`config.mk`:
```
export PLATFORM = sky130hd
export DESIGN_NAME = riscv_mem_arbiter
export DESIGN_NICKNAME = d
export VERILOG_FILES = /design/src/rtl/riscv_pkg.sv /design/src/rtl/riscv_mem_arbiter.sv
export SDC_FILE = /design/constraint.sdc
export NUM_CORES = 1
export LEC_CHECK = 0
export BUFFER_PORTS_ARGS = -buffer_cell sky130_fd_sc_hd__buf_2
export CORE_AREA = 2 2 117 119
export DETAILED_ROUTE_END_ITERATION = 7
export DIE_AREA = 0 0 119 121
export PLACE_DENSITY = 0.78
export SETUP_SLACK_MARGIN = 0.3
export SYNTH_ARGS = -nofsm -noshare
export SYNTH_HDL_FRONTEND = slang
export SYNTH_SLANG_ARGS = --single-unit
export TNS_END_PERCENT = 20
```
`constraint.sdc`:
```
create_clock -name clk -period 2.5 [get_ports clk]
set_clock_uncertainty 0.15 [all_clocks]
set_input_delay 0.5 -clock clk [delete_from_list [all_inputs] [get_ports clk]]
set_output_delay 0.5 -clock clk [all_outputs]
set_load 0.05 [all_outputs]
```
`src/rtl/riscv_pkg.sv`:
```
// Shared encodings for the data-memory arbiter: FSM states, owner codes
// and the round-robin winner selection.
package riscv_pkg;

    typedef enum logic [1:0] {
        IDLE = 2'd0,
        CMD  = 2'd1,
        RESP = 2'd2
    } arb_state_e;

    localparam logic OWNER_CPU = 1'b0;
    localparam logic OWNER_AXI = 1'b1;

    // On a tie the port that did not win last time takes the slot.
    function automatic logic pick_winner(input logic cpu_req, input logic axi_req,
                                         input logic owner);
        if (cpu_req && axi_req) return ~owner;
        else if (axi_req)       return OWNER_AXI;
        else                    return OWNER_CPU;
    endfunction

endpackage

```
`src/rtl/riscv_mem_arbiter.sv`:
```
// Two-port (CPU / AXI host) arbiter in front of a single-port data memory
// with one-cycle read latency; round-robin on ties, one access in flight.
module riscv_mem_arbiter
    import riscv_pkg::*;
#(
    parameter int ADDR_W = 12,
    parameter int DATA_W = 32
) (
    input  logic                clk,
    input  logic                rst_n,

    input  logic                cpu_req,
    input  logic                cpu_we,
    input  logic [ADDR_W-1:0]   cpu_addr,
    input  logic [DATA_W-1:0]   cpu_wdata,
    input  logic [DATA_W/8-1:0] cpu_wstrb,
    output logic                cpu_gnt,
    output logic                cpu_rvalid,
    output logic [DATA_W-1:0]   cpu_rdata,

    input  logic                axi_req,
    input  logic                axi_we,
    input  logic [ADDR_W-1:0]   axi_addr,
    input  logic [DATA_W-1:0]   axi_wdata,
    input  logic [DATA_W/8-1:0] axi_wstrb,
    output logic                axi_gnt,
    output logic                axi_rvalid,
    output logic [DATA_W-1:0]   axi_rdata,

    output logic                mem_en,
    output logic                mem_we,
    output logic [ADDR_W-1:0]   mem_addr,
    output logic [DATA_W-1:0]   mem_wdata,
    output logic [DATA_W/8-1:0] mem_wstrb,
    input  logic [DATA_W-1:0]   mem_rdata,

    output logic                owner,
    output logic [15:0]         contention_cnt
);

    localparam int STRB_W = DATA_W / 8;

    arb_state_e          state_q, state_d;
    logic                win_q;
    logic                we_q;
    logic [ADDR_W-1:0]   addr_q;
    logic [DATA_W-1:0]   wdata_q;
    logic [STRB_W-1:0]   wstrb_q;
    logic                owner_q;
    logic [15:0]         cnt_q;
    logic                cpu_rvalid_q, axi_rvalid_q;
    logic [DATA_W-1:0]   cpu_rdata_q, axi_rdata_q;

    logic any_req, both_req, win;

    assign any_req  = cpu_req | axi_req;
    assign both_req = cpu_req & axi_req;
    assign win      = pick_winner(cpu_req, axi_req, owner_q);

    always_ff @(posedge clk or negedge rst_n) begin
        if (!rst_n) state_q <= IDLE;
        else        state_q <= state_d;
    end

    always_comb begin
        state_d   = state_q;
        mem_en    = 1'b0;
        mem_we    = 1'b0;
        mem_addr  = '0;
        mem_wdata = '0;
        mem_wstrb = '0;
        cpu_gnt   = 1'b0;
        axi_gnt   = 1'b0;
        case (state_q)
            IDLE: if (any_req) state_d = CMD;
            CMD: begin
                mem_en    = 1'b1;
                mem_we    = we_q;
                mem_addr  = addr_q;
                mem_wdata = wdata_q;
                mem_wstrb = wstrb_q;
                cpu_gnt   = (win_q == OWNER_CPU);
                axi_gnt   = (win_q == OWNER_AXI);
                state_d   = we_q ? IDLE : RESP;
            end
            RESP:    state_d = IDLE;
            default: state_d = IDLE;
        endcase
    end

    // Command capture, ownership and contention statistics.
    always_ff @(posedge clk or negedge rst_n) begin
        if (!rst_n) begin
            win_q   <= OWNER_CPU;
            we_q    <= 1'b0;
            addr_q  <= '0;
            wdata_q <= '0;
            wstrb_q <= '0;
            owner_q <= OWNER_AXI;
            cnt_q   <= '0;
        end else begin
            if (state_q == IDLE && any_req) begin
                win_q   <= win;
                we_q    <= (win == OWNER_AXI) ? axi_we    : cpu_we;
                addr_q  <= (win == OWNER_AXI) ? axi_addr  : cpu_addr;
                wdata_q <= (win == OWNER_AXI) ? axi_wdata : cpu_wdata;
                wstrb_q <= (win == OWNER_AXI) ? axi_wstrb : cpu_wstrb;
                if (both_req && cnt_q != 16'hFFFF) cnt_q <= cnt_q + 16'd1;
            end
            if (state_q == CMD) owner_q <= win_q;
        end
    end

    // Read return: memory data arrives during RESP, presented the cycle after.
    always_ff @(posedge clk or negedge rst_n) begin
        if (!rst_n) begin
            cpu_rvalid_q <= 1'b0;
            axi_rvalid_q <= 1'b0;
            cpu_rdata_q  <= '0;
            axi_rdata_q  <= '0;
        end else begin
            cpu_rvalid_q <= (state_q == RESP) && (win_q == OWNER_CPU);
            axi_rvalid_q <= (state_q == RESP) && (win_q == OWNER_AXI);
            if (state_q == RESP && win_q == OWNER_CPU) cpu_rdata_q <= mem_rdata;
            if (state_q == RESP && win_q == OWNER_AXI) axi_rdata_q <= mem_rdata;
        end
    end

    assign cpu_rvalid     = cpu_rvalid_q;
    assign axi_rvalid     = axi_rvalid_q;
    assign cpu_rdata      = cpu_rdata_q;
    assign axi_rdata      = axi_rdata_q;
    assign owner          = owner_q;
    assign contention_cnt = cnt_q;

endmodule

```
# Yosys cells after proc, flatten, opt, wreduce, memory -nomap -nowiden

Cells that the tools add are included.

Flip-flop bits (word level): 135
Bits of input ports: 134
Word-level logic and storage cells: 44

Add/subtract/negate cells: 1
Equality and inequality tests: 4
Muxes and demuxes: 16
Bitwise operators: 4
Reduce and logical (&&, ||, !) cells: 7

Operator list:

| cell                  | count |
|---|---|
| $mux 32               | 2 |
| $mux 12               | 2 |
| $add 16x1->16 const B | 1 |
| $ne 16x16->1 const B  | 1 |
| $mux 4                | 2 |
| $mux 1                | 7 |
| $logic_and 1x1->1     | 5 |
| $mux 2                | 2 |
| $pmux 2 s2            | 1 |
| $eq 2x1->1 const B    | 1 |
| $eq 2x2->1 const B    | 1 |
| $logic_not 2->1       | 1 |
| $ne 2x2->1 const B    | 1 |
| $not 1->1             | 2 |
| $reduce_and 2->1      | 1 |
| $and 1x1->1           | 1 |
| $or 1x1->1            | 1 |

# Longest topological paths before layout

Depth after elaboration: 3
Depth in mapped cells: 6
Mapped depth without buffers: 5

# Worst setup path before layout

Ideal clock, no wire load.

Kind: flip-flop to output port
Start point: register state_q[1]
End point: output mem_addr[10]
Arrival: 1809 ps
Slack: 41 ps
Cell stages (with the launch flop): 5
Buffers on the path: 1
Cells stage by stage: dfrtp_1 > nand2b_1 > inv_1 > clkbuf_1 > and2_1

Cells in the longest elaborated chain, start to end: 2

Ends and longest elaborated chain:

| what                   | RTL line                | text |
|---|---|---|
| from (decl)            | riscv_mem_arbiter.sv:43 | `arb_state_e state_q, state_d;` |
| from (signal assigned) | riscv_mem_arbiter.sv:62 | `else state_q <= state_d;` |
| $eq 2x1->1             | riscv_mem_arbiter.sv:74 | `case (state_q)` |
| $mux 12                | riscv_mem_arbiter.sv:74 |  |
| to (decl)              | riscv_mem_arbiter.sv:32 | `output logic [ADDR_W-1:0] mem_addr,` |

Every way passes these cells.

# Final worst setup path

Start point: register state_q[0]
End point: output mem_wdata[14]

Cells in the longest elaborated chain, start to end: 2

Ends and longest elaborated chain:

| what       | RTL line                | text |
|---|---|---|
| $eq 2x1->1 | riscv_mem_arbiter.sv:74 |  |
| $mux 32    | riscv_mem_arbiter.sv:74 |  |
| to (decl)  | riscv_mem_arbiter.sv:33 | `output logic [DATA_W-1:0] mem_wdata,` |

Every way passes these cells.

==> impl_metrics.sql <==
INSERT INTO impl_metrics (metric_group, metric, value, unit) VALUES
('pwr', 'seq_power_share', '0.257', ''),
('critical_path', 'crit_path_top_delay_cell', 'sky130_fd_sc_hd__dfrtp_2', ''),
('timing', 'finalCritPeriodShare', '0.882', ''),
('finish', 'most_frequent_cells_in_the_layout', 'sky130_fd_sc_hd__buf_2 (218), sky130_fd_sc_hd__dfrtp_1 (133), sky130_fd_sc_hd__nand2_1 (101)', ''),
('clocking', 'clock_latency_at_the_later_pin_of_the_worst_skew_pair', '0.41', 'ns'),
('global_route', 'grt.overflow.total', '0', ''),
('routing', 'detail_route.drc_violations', '0', ''),
('die', 'die_height', '121', 'um'),
('finish', 'finish.net_count', '968', ''),
('placed_design', 'hpwlAfterDp', '10.6', 'mm'),
('global_route', 'first_global_vias', '4998', ''),
('routing', 'drt_iter0_markers', '259', ''),
('routing', 'routed-via-count', '5060', ''),
('timing', 'slew_viol_final', '0', ''),
('global_route', 'gr-usage-met2', '0.371', ''),
('clocking', 'tritoncts_clock_tree', 'built', ''),
('pwr', 'netSwitchingFraction', '0.483', ''),
('synth', 'synth.cell_area', '6010', 'sq um'),
('global_route', 'globalRouteMet3Util', '0.0475', ''),
('placed_design', 'post_place_setup_slack', '0.472', 'ns'),
('routing', 'ant_nets', '0', ''),
('hold_path', 'holdCritPathClass', 'in -> reg', ''),
('critical_path', 'worstPathCellList', 'nand2b_4, clkinv_8, clkbuf_16, and2_1, buf_6', ''),
('die', 'fp.dieArea', '14400', 'sq um'),
('timing', 'worstMarginPinSlew', '0.446', 'ns'),
('finish', 'area_delta_synth_final', '44.3', '%'),
('routing', 'post_drt_wl_per_cell', '15.7', 'um'),
('die', 'start_util', '0.459', ''),
('die', 'pin_count', '269', ''),
('routing', 'drt-vias-per-instance', '4.96', ''),
('global_route', 'grtUsageMet1', '0.258', ''),
('clocking', 'clockBufferDepth', '2', ''),
('pwr', 'internal_power', '7.68', 'mW'),
('critical_path', 'timing.critical_path.max_delay_family', 'buffers and inverters', ''),
('status', 'outcome', 'completed', ''),
('routing', 'postRouteWirelength', '16.0', 'mm'),
('global_route', 'grt_first_pass_wirelength', '24.4', 'mm'),
('critical_path', 'critical_path_class', 'reg -> out', ''),
('global_route', 'grt_max_degree', '101', ''),
('critical_path', 'crit_path_start_kind', 'register', ''),
('pwr', 'vdd_ir_drop_max', '1.04', 'mV'),
('global_route', 'antenna_found_initial', '1', ''),
('synth', 'synth.ff_latch_count', '135', ''),
('finish', 'num_antenna_cells', '0', ''),
('clocking', 'cts-buffers-inserted', '17', ''),
('die', 'coreArea', '13100', 'sq um'),
('synth', 'asr_flop_ratio_synth', '1.00', ''),
('critical_path', 'critPathMaxStageDelay', '0.42', 'ns'),
('pwr', 'share_comb_of_total_power', '0.559', ''),
('clocking', 'ctsRootBufferMaster', 'sky130_fd_sc_hd__clkbuf_16', ''),
('placed_design', 'final_gp_congestion', '0.822', ''),
('clocking', 'clock-sinks', '135', ''),
('timing', 'maxClockFrequency', '453', 'MHz'),
('timing', 'setup_violations', '0', ''),
('clocking', 'cts.htree.levels', '4', ''),
('synth', 'syn_nets', '696', ''),
('synth', 'yosysWarnings', '0', ''),
('synth', 'seq_total_area_yosys', '0.562', ''),
('critical_path', 'timing.critical_path.required', '1.85', 'ns'),
('critical_path', 'worst_path_arrival_time', '1.56', 'ns'),
('die', 'die-width', '119', 'um'),
('timing', 'report.final.hold_viol_count', '0', ''),
('synth', 'synth_cell_type_count', '34', ''),
('finish', 'post_route_cells_drive_above_1_share', '0.433', ''),
('flow_run', 'max_cap_viol_count', '0', ''),
('global_route', 'grtUsageTotal', '0.216', ''),
('global_route', 'globalRoute.busiestLayer', 'met2', ''),
('timing', 'layout_setup_ws', '0.295', 'ns'),
('die', 'placementRows', '42', ''),
('pwr', 'power_per_cell_area', '1710', 'nW/um^2'),
('critical_path', 'cp_max_fo', '6', '');
-- routing by layer --
layer,routed length [um],vias up
met4,505,0
met5,0,-
met2,8270,187
met1,6460,2418
met3,788,41
li1,-,2414
-- registers in the layout, summed over array words and instances, names as in the netlist --
name	cells
we_q	1
wstrb_q	4
cpu_rvalid	1
state_q	2
axi_rvalid	1
axi_rdata	32
win_q	1
contention_cnt	16
owner	1
addr_q	12
cpu_rdata	32
wdata_q	32
-- power groups by stage --
stage               clock network, mW  logic [mW]  registers (mW)
CTS                              2.77        7.96            3.81
global route                     2.87        8.71            3.91
detailed placement                  0        7.22            3.81
finish                           2.74        8.30            3.81
global placement                    0        7.11            3.80
floorplan                           0        3.57            5.72
-- cell usage after synthesis, drive strengths merged, types with 3 or more instances --
master / number / area [sq um]
nand4: 10 / 62.6
and3: 4 / 25.0
xor2: 3 / 26.3
nand3: 6 / 30.0
buf: 24 / 154
xnor2: 11 / 96.3
a21oi: 49 / 245
nor2: 57 / 216
and2: 50 / 313
mux2: 34 / 387
mux2i: 49 / 490
nand2: 101 / 379
dfrtp: 134 / 3350
clkbuf: 8 / 30.0
inv: 3 / 11.3
and4: 4 / 37.5
-- per-stage QoR --
stage	power (mW)	hold WS [ns]	cells	util	cell area (sq um)
6_report	14.8	0.139	1021	0.663	8670
5_1_grt	15.5	0.144	1021	0.663	8670
4_1_cts	14.5	0.124	1016	0.653	8540
3_5_place_dp	11.0	0.253	982	0.575	7520
3_3_place_gp	10.9	0.251	982	0.575	7520
2_1_floorplan	9.29	0.0544	561	-	6010
-- timing repair --
action | in CTS | in global routing
buffers inserted | 1 | 2
resized for setup | 104 | 19
hold buffers | 1 | 0
cloned | 1 | 3
setup endpoints to repair | 50 | 49
hold endpoints to repair | 29 | 0
-- worst paths after layout --
kind	from	endpoint	slack [ns]	cells past startpoint
min in group asynchronous	rst_n	addr_q[10]	0.39	2
worst max register to register	contention_cnt[0]	contention_cnt[1]	0.63	5
max in group asynchronous	rst_n	axi_rdata[6]	1.09	3
worst min register to register	axi_rdata[4]	axi_rdata[4]	0.32	2
worst max-delay path	state_q[0]	mem_wdata[14]	0.29	5
worst min-delay path	mem_rdata[1]	axi_rdata[1]	0.14	3
-- cell families after synthesis --
group	Yosys count	synth area share
AOI/OAI and AO/OA	54	0.0462
DFF	135	0.562
and+or+nand+nor	239	0.191
xor gates and xnor gates	14	0.0204
buffers and inverters	35	0.0325
adders and majority gates	1	0.00208
muxes	83	0.146
-- worst reg2reg max path: stages, from the launching register on --
cell                      delay (ns)
sky130_fd_sc_hd__dfrtp_1        0.45
sky130_fd_sc_hd__ha_1           0.27
sky130_fd_sc_hd__and4_1         0.23
sky130_fd_sc_hd__and4_4         0.22
sky130_fd_sc_hd__nor2_2         0.13
sky130_fd_sc_hd__mux2_4         0.31
-- area by class of cell --
class,instances,area [sq um],share of cell area
clock inverters,11,195,0.0225
flip-flops and latches,135,3380,0.390
multi-input cells,391,2480,0.286
well taps,176,220,0.0254
inverters,3,23.8,0.00274
repair buffers,285,1920,0.221
clock buffers,20,457,0.0527
Power figures use the tool's default switching activity.
